<file path="config.mk">
export PLATFORM = sky130hd
export DESIGN_NAME = pc_fetch
export DESIGN_NICKNAME = d
export VERILOG_FILES = /design/src/rtl/pc_fetch_pkg.sv /design/src/rtl/pc_fetch_reg_16.sv /design/src/rtl/pc_fetch.sv
export SDC_FILE = /design/constraint.sdc
export NUM_CORES = 1
export LEC_CHECK = 0
export BUFFER_PORTS_ARGS = -buffer_cell sky130_fd_sc_hd__buf_2
export CAP_MARGIN = 40
export CORE_MARGIN = 2
export CORE_UTILIZATION = 42
export CTS_CLUSTER_DIAMETER = 120
export DETAILED_ROUTE_END_ITERATION = 7
export MAX_ROUTING_LAYER = met4
export PLACE_DENSITY_LB_ADDON = 0.15
export SYNTH_ARGS = -nofsm -noshare
export SYNTH_HDL_FRONTEND = slang
export SYNTH_SLANG_ARGS = --single-unit
</file>
<file path="constraint.sdc">
create_clock -name i_clk -period 1.5 [get_ports i_clk]
set_input_delay 0.15 -clock i_clk [delete_from_list [all_inputs] [get_ports i_clk]]
set_output_delay 0.15 -clock i_clk [all_outputs]
set_load 0.1 [all_outputs]
</file>
<file path="src/rtl/pc_fetch_pkg.sv">
// Shared types for the instruction fetch front end: FSM state encoding, machine word, reset PC.
package pc_fetch_pkg;

   typedef logic [15:0] word_t;

   typedef enum logic [1:0] {
      IDLE = 2'd0,
      REQ  = 2'd1,
      WAIT = 2'd2,
      HOLD = 2'd3
   } fetch_state_t;

   localparam word_t RESET_PC_DEFAULT = 16'h0000;

endpackage

</file>
<file path="src/rtl/pc_fetch_reg_16.sv">
// 16-bit register with synchronous active-low reset and load enable; used for PC, MAR and IR.
module reg_16
   import pc_fetch_pkg::*;
#(
   parameter word_t RST_VAL = 16'h0000
) (
   input  logic        i_clk,
   input  logic        i_rst_n,
   input  logic        i_ld,
   input  logic [15:0] i_d,
   output logic [15:0] o_q
);

   logic [15:0] r_q;

   always_ff @(posedge i_clk) begin
      if (!i_rst_n) begin
         r_q <= RST_VAL;
      end else if (i_ld) begin
         r_q <= i_d;
      end
   end

   assign o_q = r_q;

endmodule

</file>
<file path="src/rtl/pc_fetch.sv">
// Program counter plus single-outstanding instruction fetch FSM.
// Define PC_FETCH_TIMEOUT_EN to build the WAIT-state timeout counter and fetch_err pulse.
//
// state | meaning
// IDLE  | no fetch in flight, IR empty
// REQ   | first cycle of memory read request, MAR valid
// WAIT  | read request held until mem_ready (or timeout)
// HOLD  | IR holds an unconsumed instruction
module pc_fetch
   import pc_fetch_pkg::*;
#(
   parameter word_t RESET_PC       = RESET_PC_DEFAULT,
   parameter int    TIMEOUT_CYCLES = 255
) (
   input  logic        i_clk,
   input  logic        i_reset_n,
   input  logic        i_ld_pc,
   input  logic [15:0] i_pc_next,
   output logic [15:0] o_pc,
   output logic [15:0] o_pc_plus1,
   input  logic        i_fetch_start,
   output logic        o_mem_req,
   output logic [15:0] o_mem_addr,
   input  logic [15:0] i_mem_rdata,
   input  logic        i_mem_ready,
   output logic [15:0] o_ir,
   output logic        o_ir_valid,
   input  logic        i_ir_ack,
   output logic        o_busy,
   output logic        o_fetch_err
);

   fetch_state_t r_state;
   fetch_state_t w_state_nxt;
   logic         w_mar_ld;
   logic         w_ir_ld;
   logic         w_timeout;
   logic [15:0]  w_pc;
   logic [15:0]  w_mar;
   logic [15:0]  w_ir;

   reg_16 #(.RST_VAL(RESET_PC)) u_pc (
      .i_clk   (i_clk),
      .i_rst_n (i_reset_n),
      .i_ld    (i_ld_pc),
      .i_d     (i_pc_next),
      .o_q     (w_pc)
   );

   // MAR samples the register output, so a same-cycle LD_PC still fetches the old PC.
   reg_16 #(.RST_VAL(16'h0000)) u_mar (
      .i_clk   (i_clk),
      .i_rst_n (i_reset_n),
      .i_ld    (w_mar_ld),
      .i_d     (w_pc),
      .o_q     (w_mar)
   );

   reg_16 #(.RST_VAL(16'h0000)) u_ir (
      .i_clk   (i_clk),
      .i_rst_n (i_reset_n),
      .i_ld    (w_ir_ld),
      .i_d     (i_mem_rdata),
      .o_q     (w_ir)
   );

   always_comb begin
      w_state_nxt = r_state;
      w_mar_ld    = 1'b0;
      w_ir_ld     = 1'b0;
      case (r_state)
         IDLE: begin
            if (i_fetch_start) begin
               w_mar_ld    = 1'b1;
               w_state_nxt = REQ;
            end
         end
         REQ, WAIT: begin
            if (i_mem_ready) begin
               w_ir_ld     = 1'b1;
               w_state_nxt = HOLD;
            end else if (w_timeout) begin
               w_state_nxt = IDLE;
            end else begin
               w_state_nxt = WAIT;
            end
         end
         HOLD: begin
            if (i_ir_ack) begin
               if (i_fetch_start) begin
                  w_mar_ld    = 1'b1;
                  w_state_nxt = REQ;
               end else begin
                  w_state_nxt = IDLE;
               end
            end
         end
         default: w_state_nxt = IDLE;
      endcase
   end

   always_ff @(posedge i_clk) begin
      if (!i_reset_n) begin
         r_state <= IDLE;
      end else begin
         r_state <= w_state_nxt;
      end
   end

`ifdef PC_FETCH_TIMEOUT_EN
   localparam logic [7:0] TO_LIM = 8'(TIMEOUT_CYCLES);

   logic [7:0] r_to_cnt;
   logic       r_fetch_err;

   assign w_timeout = (r_state == WAIT) && !i_mem_ready && (r_to_cnt == TO_LIM);

   always_ff @(posedge i_clk) begin
      if (!i_reset_n) begin
         r_to_cnt    <= 8'd0;
         r_fetch_err <= 1'b0;
      end else begin
         r_fetch_err <= w_timeout;
         if (w_mar_ld) begin
            r_to_cnt <= 8'd0;
         end else if (r_state == WAIT) begin
            r_to_cnt <= r_to_cnt + 8'd1;
         end
      end
   end

   assign o_fetch_err = r_fetch_err;
`else
   assign w_timeout   = 1'b0;
   assign o_fetch_err = 1'b0;
`endif

   assign o_pc       = w_pc;
   assign o_pc_plus1 = w_pc + 16'd1;
   assign o_mem_addr = w_mar;
   assign o_mem_req  = (r_state == REQ) || (r_state == WAIT);
   assign o_ir       = w_ir;
   assign o_ir_valid = (r_state == HOLD);
   assign o_busy     = (r_state != IDLE);

endmodule

</file>
After elaboration in Yosys (flattened, before gate mapping) --
Cells that the tools add are included.
Operators by class: add/sub/neg operators 1, multiply operators 0, divide/modulo/power cells 0, $lt $le $gt $ge 0, equality and inequality tests 5, shift operators 0, muxes and demuxes 10, bitwise logic cells 0, reduce and logical (&&, ||, !) cells 5
Operator list (number):
- $add 16x1->16 const B | 1
- $mux 1 | 6
- $pmux 2 s3 | 1
- $eq 2x2->1 const B | 2
- $mux 2 | 2
- $eq 2x1->1 const B | 1
- $logic_not 2->1 | 1
- $ne 2x1->1 const B | 1
- $ne 2x2->1 const B | 1
- $pmux 1 s2 | 1
- $reduce_and 2->1 | 1
- $reduce_bool 2->1 | 1
- $reduce_or 2->1 | 1
- $logic_or 1x1->1 | 1
Storage, ports and cells: flip-flop bits (word level) 50, bits in latches 0, memory bits (writable) 0, memory bits (read-only) 0, input bits 38, output and inout bits 68, memories 0

Depth between registers and ports, before layout --
Gate-level depths: netlist of run 1.
word-level depth 3, mapped depth 8

Modules after synthesis --
Synthesis of run 1 repeated with hierarchy kept, for this count alone.
Second synthesis, totals: cells, all modules 218, area total of the unflattened synthesis 2319.7 sq um
By module, submodules not included:
- reg_16 | instances 3, cells each 51, area each 615.6 sq um, seq. area each 320.3 sq um
- pc_fetch | instances 1, cells each 65, area each 473.0 sq um, seq. area each 40.0 sq um

Least setup slack after synthesis of run 1 --
OpenSTA, ideal clock, no wires.
path type register to output, start point register u_pc.r_q[2] (netlist: u_pc.o_q[2]), end point output port o_pc_plus1[10], arrival 3422 ps, required time 1350 ps, path slack -2072 ps, stages on the path, launching flop included 5, buffers on the path 0, path through dfxtp_1 > and3_4 > and4_2 > nand4_1 > xnor2_1
On the way: word-level cells in the longest chain between the ends 1
Ends and longest elaborated chain:
- start, declared | line pc_fetch_reg_16.sv:14 | logic [15:0] r_q;
- start signal, assigned | line pc_fetch_reg_16.sv:20 | r_q <= i_d;
- $add 16x1->16 | line pc_fetch.sv:139 | assign o_pc_plus1 = w_pc + 16'd1;
- end, declared | line pc_fetch.sv:20 | output logic [15:0] o_pc_plus1,
Every way passes these cells.

Worst setup path after layout of run 1 --
Same ends and word-level chain as after synthesis.

==> reports/qor.yml, run 1 <==
status:
  status: "complete, but fails checks"
  violations: "negative setup slack"
routing:
  drc: 0
  wl_um: 6040
  drt_iter0_drc: 45
  ant_nets: 0
  viasPerCell: 4.77
  vias: 2090
  wl_per_cell_um: 13.8
  firstDrtPassIters: 4
final_layout:
  nets: 410
  ff_latch_area_sq_mm: 0.00106
  final_cell_mix: "buf_2 (87), nand2_1 (35), mux2i_1 (33), nor2b_1 (33), dfxtp_1 (33)"
  syn_to_final_growth_pct: 77.2
  layout-drive-gt1-share_pct: 56.3
  finish.instance_area_sq_mm: 0.00401
  fin_cells: 438
  final_common_cell: "buf_2"
  insertedDiodeCount: 0
  multi_input_area_sq_mm: 0.00159
  n_fill_cell: 360
yosys:
  syn-cell-area_sq_mm: 0.00226
  synth-seq-area-share_pct: 44.3
  synthArstFlopShare_pct: 0
  synth_edf_count: 0
  synth_cells: 233
  syn_area_per_cell_sq_um: 9.70
  synth_cell_type_count: 31
  ys_seq_elements: 50
  synth_nets: 276
  ys_warn_count: 0
  ys.flop_type: "dfxtp_1"
clock_network:
  cts_sinks: 50
  worstSkewPairLatency_ns: 0.30
  postCtsHoldBufs: 0
  cts-root-buf: "clkbuf_8"
  clk_pin_slew_worst_paths_ns: 0.09
  tritoncts: "yes"
  cts_buffers: 5
  cts_buffer_depth: 2
  h-tree-depth: 2
setup_path:
  cp-end-kind: "output pin"
  slowest_delay_ns: 0.35
  start_kind: "flop"
  cp_cell_sequence: "and3_4 -> and4_4 -> nand4_1 -> xnor2_4 -> buf_12"
  arrival_ns: 1.74
  worstPathRequired_ns: 1.35
  worst-setup-path-type: "reg2out"
  cp_top_family: "simple AND/OR/NAND/NOR gates"
  cp_slowest_cell: "dfxtp_4"
  cp_max_fo: 4
  path_buf_inv: 1
die:
  die_h_um: 77.4
  ios: 106
  rows: 26
  die_area_sq_mm: 0.00599
  start_util_pct: 44.0
  core_area_sq_mm: 0.00514
  die_w_um: 77.4
global_route:
  busiest_layer: "met2"
  grt_use_met2_pct: 34.8
  track_usage_pct: 20.9
  grt_pass1_wl_um: 9740
  met1_usage_pct: 25.6
  grt_start_max_net_pins: 21
  grt_pass1_vias: 2073
  antenna_found_initial: 0
  use_met3_pct: 4.07
  grt.overflow.total: 0
pwr:
  power_switching_mw: 3.09
  p_leak_nw: 1.81
  ir_drop_mv: 1.22
  power_frac_seq_pct: 27.5
  p_sw_share_pct: 51.3
  clockPowerShare_pct: 12.9
  p_int_mw: 2.93
  combPwrFrac_pct: 59.6
  p_per_area_mw_per_mm2: 1500
placement:
  place.gp.congestion: 0.779
  placed_area_sq_mm: 0.00363
  dp_slack_ns: -0.108
  dp_hpwl_um: 4370
  dpl.cell_count: 416
  portBuffers: 104
sta:
  period_needed_ns: 1.89
  skew_ns: 0.00257
  slew_violations: 0
  tightest_slew_ns: 0.558
  finalSetupViolCount: 24
  max_freq_ghz: 0.529
  rsz0062_at_grt: "yes"
  layout_setup_ws_ns: -0.392
  slew_headroom_pct: 62.8
  hold_viol: 0
  layout_worst_path_cycle_share_pct: 126
min_path:
  worstHoldPathType: "in2reg"
flow_run:
  maxCapViolations: 0
==> logic make-up (layout without fill, tap and decap cells) <==
group,count (synthesis),count (layout),share of synthesized area [%]
and+or+nand+nor,89,89,22.1
DFF,50,50,44.3
muxes,33,33,14.6
AOI/OAI and AO/OA,21,21,6.64
buffers and inverters,20,155,4.04
xor gates and xnor gates,14,14,5.42
adders and majority gates,5,5,2.77
other,1,1,0.166
==> state kept, by name, summed over array words and instances (netlist names) <==
register,cells
u_mar.o_q,16
u_pc.o_q,16
u_ir.o_q,16
r_state,2
==> Yosys cell counts (2+ instances only) <==
library cell  count  area share [%]
xnor2_1           9             3.5
dfxtp_1          50              44
nand3_1           6             1.3
ha_1              5             2.8
a21boi_0         15             5.0
xor2_1            5             1.9
buf_2             4            0.89
nand2_1          37             6.1
clkbuf_1          8             1.3
inv_1             6             1.0
a21oi_1           2            0.44
mux2i_1          33              15
nor2_1            3            0.50
nor2b_1          33             9.1
==> routing by layer <==
layer	up-vias	part of all wire, %
li1	1036	-
met1	978	42
met2	70	52
met3	6	4.7
met4	0	1.1
met5	-	0
==> through the flow <==
step / util, % / total power [mW] / TNS, ns / hold slack, ns
floorplan: - / 4.31 / -8.13 / 0.285
global placement: 70.6 / 4.94 / -0.0898 / 0.389
detailed placement: 70.6 / 4.98 / -0.185 / 0.398
CTS: 74.6 / 5.78 / -3.39 / 0.0668
global route: 77.9 / 6.28 / -5.17 / 0.0820
finish: 77.9 / 6.02 / -3.53 / 0.0808
==> final timing paths <==
check                                      from        endpoint  slack [ns]  cells past startpoint
worst min-delay path            i_mem_rdata[13]    u_ir.o_q[13]        0.08                      3
worst max register to register       r_state[0]    u_mar.o_q[3]       -0.07                      7
worst min register to register      u_ir.o_q[9]     u_ir.o_q[9]        0.46                      2
worst max-delay path                u_pc.o_q[2]  o_pc_plus1[10]       -0.39                      5
==> worst reg2reg max path, delay by kind of cell (launching register included) <==
family	cells	cell delay (ns)
mux	1	0.21
simple gates	2	0.28
fa+ha+maj	1	0.25
buf+inv	3	0.34
flops	1	0.39
==> timing repair <==
action | CTS | global route
pin swaps | 9 | 13
buffers inserted | 4 | 12
cloned | 0 | 1
endpoints found under the setup margin | 13 | 41
resized for setup | 16 | 14
==> power groups by stage <==
stage,Combinational (mW),Sequential (mW),Clock [mW]
global placement,3.28,1.66,0
finish,3.59,1.65,0.778
floorplan,1.35,2.96,0
CTS,3.32,1.65,0.808
detailed placement,3.31,1.67,0
global route,3.73,1.68,0.866
==> final cells by class <==
type / instances / share of cell area, %
clock buffers: 5 / 1.72
clock inverters: 3 / 0.500
inverters: 6 / 0.781
multi-input cells: 163 / 39.7
flip-flops and latches: 50 / 26.6
well taps: 70 / 2.19
repair buffers: 141 / 28.5
Power figures use the tool's default switching activity.
==> inputs of run 2 (changes only) <==
--- a/config.mk
+++ b/config.mk
@@ -8,7 +8,7 @@
 export BUFFER_PORTS_ARGS = -buffer_cell sky130_fd_sc_hd__buf_2
 export CAP_MARGIN = 40
 export CORE_MARGIN = 2
-export CORE_UTILIZATION = 42
+export CORE_UTILIZATION = 43
 export CTS_CLUSTER_DIAMETER = 120
 export DETAILED_ROUTE_END_ITERATION = 7
 export MAX_ROUTING_LAYER = met4
==> constraint.sdc (replaced) <==
create_clock -name i_clk -period 2.05 [get_ports i_clk]
set_input_delay 0.205 -clock i_clk [delete_from_list [all_inputs] [get_ports i_clk]]
set_output_delay 0.205 -clock i_clk [all_outputs]
set_load 0.1 [all_outputs]
==> reports/qor.yml, run 2 (synthesized netlist as in run 1, its figures left out) <==
sta:
  tightest_slew_ns: 0.564
  max_freq_ghz: 0.502
  slew_violations: 0
  finalSetupViolCount: 0
  period_needed_ns: 1.99
  rsz0062_at_grt: "yes"
  layout_worst_path_cycle_share_pct: 97.3
  slew_headroom_pct: 62.3
  hold_viol: 0
  fin_tns_setup_ns: 0
  skew_ns: 0.00556
routing:
  firstDrtPassIters: 4
  drt_iter0_drc: 20
  wl_um: 5190
  viasPerCell: 4.69
  vias: 1926
  drc: 0
  ant_nets: 0
  wl_per_cell_um: 12.6
die:
  die_w_um: 76.5
  start_util_pct: 44.6
  die_area_sq_mm: 0.00585
  rows: 26
  ios: 106
  core_area_sq_mm: 0.00507
  die_h_um: 76.5
clock_network:
  cts-root-buf: "clkbuf_8"
  tritoncts: "yes"
  clk_pin_slew_worst_paths_ns: 0.09
  cts_buffers: 5
  cts_sinks: 50
  post_cts_resized: 0
  h-tree-depth: 2
  cts_buffer_depth: 2
  worstSkewPairLatency_ns: 0.30
setup_path:
  start_kind: "flop"
  arrival_ns: 1.79
  cp-end-kind: "output pin"
  cp_max_fo: 5
  worstPathRequired_ns: 1.85
  worst-setup-path-type: "reg2out"
final_layout:
  syn_to_final_growth_pct: 51.6
  final_common_cell: "buf_2"
  final_cell_mix: "buf_2 (96), nand2_1 (37), dfxtp_1 (35)"
  insertedDiodeCount: 0
  nets: 383
  layout-drive-gt1-share_pct: 47.5
min_path:
  worstHoldPathType: "in2reg"
pwr:
  p_leak_nw: 1.60
  total_power_mw: 3.96
  ir_drop_mv: 1.10
  p_per_area_mw_per_mm2: 1160
global_route:
  grt_start_max_net_pins: 35
  track_usage_pct: 19.1
  grt_pass1_vias: 1861
  grt.overflow.total: 0
  grt_pass1_wl_um: 8780
  antenna_found_initial: 0
flow_run:
  maxCapViolations: 0
placement:
  portBuffers: 104
  dp_hpwl_um: 3830
  place.gp.congestion: 0.777
status:
  status: "complete, no violations"
==> run 2: stage by stage <==
step	hold slack [ns]	setup WS (ns)	std cells	cell area, sq um	utilization (%)
floorplan	0.340	-0.106	233	2580	-
global placement	0.439	0.341	396	3270	64.5
detailed placement	0.455	0.310	396	3270	64.5
CTS	0.138	0.0110	404	3380	66.5
global route	0.140	-0.0335	411	3430	67.6
finish	0.146	0.0561	411	3430	67.6
==> run 2: cell type report <==
type,count,area [sq um]
Sequential cell,50,1060
Clock buffer,8,101
Inverter,6,22.5
Multi-Input combinational cell,163,1430
Timing Repair Buffer,114,728
Tap cell,70,87.6
Fill cell,446,1650
==> run 2: path summary, 6_finish.rpt <==
check	from	end	slack (ns)	depth (start not counted)
setup / recovery	u_pc.o_q[4]	o_pc_plus1[10]	0.06	5
hold / removal	i_mem_rdata[12]	u_ir.o_q[12]	0.15	3
setup reg to reg	r_state[0]	u_mar.o_q[7]	0.41	6
hold reg to reg	u_ir.o_q[2]	u_ir.o_q[2]	0.46	2
==> run 2: report_power, final <==
group / switching, mW / internal (mW)
Combinational: 1.67 / 0.443
Sequential: 0.111 / 1.11
Clock: 0.314 / 0.316
Total: 2.09 / 1.87
==> run 2: routing by layer <==
layer | routed length, um | track usage (%) | part of all wire (%)
met4 | 30 | 4.91 | 0.58
met2 | 2590 | 32.5 | 50
met5 | 0 | - | 0
met1 | 2280 | 22.1 | 44
met3 | 295 | 5.45 | 5.7
==> run 2: what timing repair did <==
action | 4_1_cts | 5_1_grt
hold buffers | 0 | 0
pin swaps | 2 | 3
hold endpoints to repair | 0 | 0
endpoints found under the setup margin | 1 | 4
buffers inserted | 0 | 7
==> run 2: critical path, cell delays in order (launching register included) <==
cell     delay [ns]
dfxtp_4        0.37
and3_4         0.22
and4_4         0.26
nand4_1        0.20
xnor2_4        0.24
buf_12         0.19
==> inputs of run 3 (changes only) <==
--- a/config.mk
+++ b/config.mk
@@ -9,6 +9,7 @@
 export CAP_MARGIN = 40
 export CORE_MARGIN = 2
 export CORE_UTILIZATION = 43
+export CTS_BUF_LIST = sky130_fd_sc_hd__clkbuf_8
 export CTS_CLUSTER_DIAMETER = 120
 export DETAILED_ROUTE_END_ITERATION = 7
 export MAX_ROUTING_LAYER = met4
==> reports/qor.yml, run 3 (synthesized netlist as in run 1, its figures left out) <==
status:
  status: "complete, no violations"
routing:
  wl_per_cell_um: 12.7
  viasPerCell: 4.67
  vias: 1918
  drt_iter0_drc: 22
  firstDrtPassIters: 4
  wl_um: 5200
  drc: 0
  ant_nets: 0
setup_path:
  slowest_delay_ns: 0.37
  cp_slowest_cell: "dfxtp_4"
  cp_max_fo: 5
  start_kind: "flop"
  cp_cell_sequence: "and3_4 -> and4_4 -> nand4_1 -> xnor2_4 -> buf_12"
  r2r-start: "r_state[0]"
  arrival_ns: 1.79
  worstPathRequired_ns: 1.85
  worst-setup-path-type: "reg2out"
  r2r_slack_ns: 0.41
  r2r-end: "u_mar.o_q[7]"
  cp-end-kind: "output pin"
  r2r_cells: 6
clock_network:
  cts-root-buf: "clkbuf_8"
  worstSkewPairLatency_ns: 0.30
  cts_buffers: 5
  tritoncts: "yes"
  cts_sinks: 50
  clk_pin_slew_worst_paths_ns: 0.09
  post_cts_resized: 0
  cts_buffer_depth: 2
  h-tree-depth: 2
final_layout:
  finish.instance_area_sq_mm: 0.00343
  syn_to_final_growth_pct: 51.9
  insertedDiodeCount: 0
  n_fill_cell: 445
  final_common_cell: "buf_2"
  layout-drive-gt1-share_pct: 47.5
  nets: 383
  final_cell_mix: "buf_2 (96), nand2_1 (37), dfxtp_1 (35)"
pwr:
  p_per_area_mw_per_mm2: 1160
  p_leak_nw: 1.61
  ir_drop_mv: 1.10
sta:
  slew_violations: 0
  period_needed_ns: 1.99
  slew_headroom_pct: 62.4
  tightest_slew_ns: 0.563
  hold_viol: 0
  skew_ns: 0.00574
  fin_tns_setup_ns: 0
  rsz0062_at_grt: "yes"
  layout_worst_path_cycle_share_pct: 97.2
  finalSetupViolCount: 0
  max_freq_ghz: 0.502
flow_run:
  maxCapViolations: 0
die:
  rows: 26
  core_area_sq_mm: 0.00507
  start_util_pct: 44.6
  die_area_sq_mm: 0.00585
  die_h_um: 76.5
  ios: 106
  die_w_um: 76.5
global_route:
  grt_pass1_wl_um: 8820
  met1_usage_pct: 22.2
  grt.overflow.total: 0
  grt_use_met2_pct: 32.7
  grt_pass1_vias: 1872
  busiest_layer: "met2"
  track_usage_pct: 19.2
  grt_start_max_net_pins: 35
  use_met3_pct: 5.45
  antenna_found_initial: 0
placement:
  portBuffers: 104
  place.gp.congestion: 0.777
  placed_area_sq_mm: 0.00327
  dp_hpwl_um: 3830
min_path:
  worstHoldPathType: "in2reg"
  worstHoldEndpoint: "u_ir.o_q[2]"
  hold_depth: 3
  hold_start: "i_mem_rdata[2]"
run 3: cell count changes in the layout (fill, tap and decap cells not counted), sizes merged:
cell and delta:
clkbuf -3, bufinv +1, inv +2
run 3: power by group:
group	leakage, nW	internal (mW)	switching (mW)
Combinational	1.13	0.443	1.67
Clock	0.0607	0.356	0.314
Sequential	0.418	1.11	0.111
Total	1.61	1.90	2.09
run 3: metrics by stage:
step / setup slack (ns) / total power [mW] / hold slack [ns] / cells / util [%]
floorplan: -0.106 / 3.01 / 0.340 / 233 / -
global placement: 0.341 / 3.34 / 0.439 / 396 / 64.5
detailed placement: 0.310 / 3.35 / 0.455 / 396 / 64.5
CTS: 0.0110 / 4.03 / 0.138 / 404 / 66.6
global route: -0.0335 / 4.18 / 0.140 / 411 / 67.7
finish: 0.0564 / 4.00 / 0.146 / 411 / 67.7
run 3: timing repair:
| action | in CTS | in global routing |
|---|---|---|
| gates cloned | 0 | 0 |
| setup endpoints to repair | 1 | 4 |
| setup buffers | 0 | 7 |
| hold buffers | 0 | 0 |
| pin swaps | 2 | 4 |
run 3: final cells by class:
type / count / area [sq um] / area share, %
well taps: 70 / 87.6 / 2.55
clock buffers: 5 / 68.8 / 2.00
multi-input cells: 163 / 1430 / 41.7
inverters: 6 / 22.5 / 0.656
flip-flops and latches: 50 / 1060 / 30.8
repair buffers: 114 / 728 / 21.2
clock inverters: 3 / 37.5 / 1.09
run 3: worst max path at each step:
stage | slack (ns) | to | start
4_1_cts | 0.01 | o_pc_plus1[10] | u_pc.o_q[2]
2_1_floorplan | -0.11 | o_pc_plus1[10] | u_pc.o_q[3]
5_1_grt | -0.03 | o_pc_plus1[10] | u_pc.o_q[4]
6_report | 0.06 | o_pc_plus1[10] | u_pc.o_q[4]
3_3_place_gp | 0.34 | o_pc_plus1[10] | u_pc.o_q[2]
3_5_place_dp | 0.31 | o_pc_plus1[10] | u_pc.o_q[2]
run 3: per-layer routing:
metal	up-vias	wire length (um)
li1	979	-
met1	879	2260
met2	56	2620
met3	4	289
met4	0	30
met5	-	0
run 3: critical path, delay by kind of cell, from the launching register on:
family,cells,cell delay (ns)
xor gates and xnor gates,1,0.24
DFF,1,0.37
buffers and inverters,1,0.19
and+or+nand+nor,3,0.68
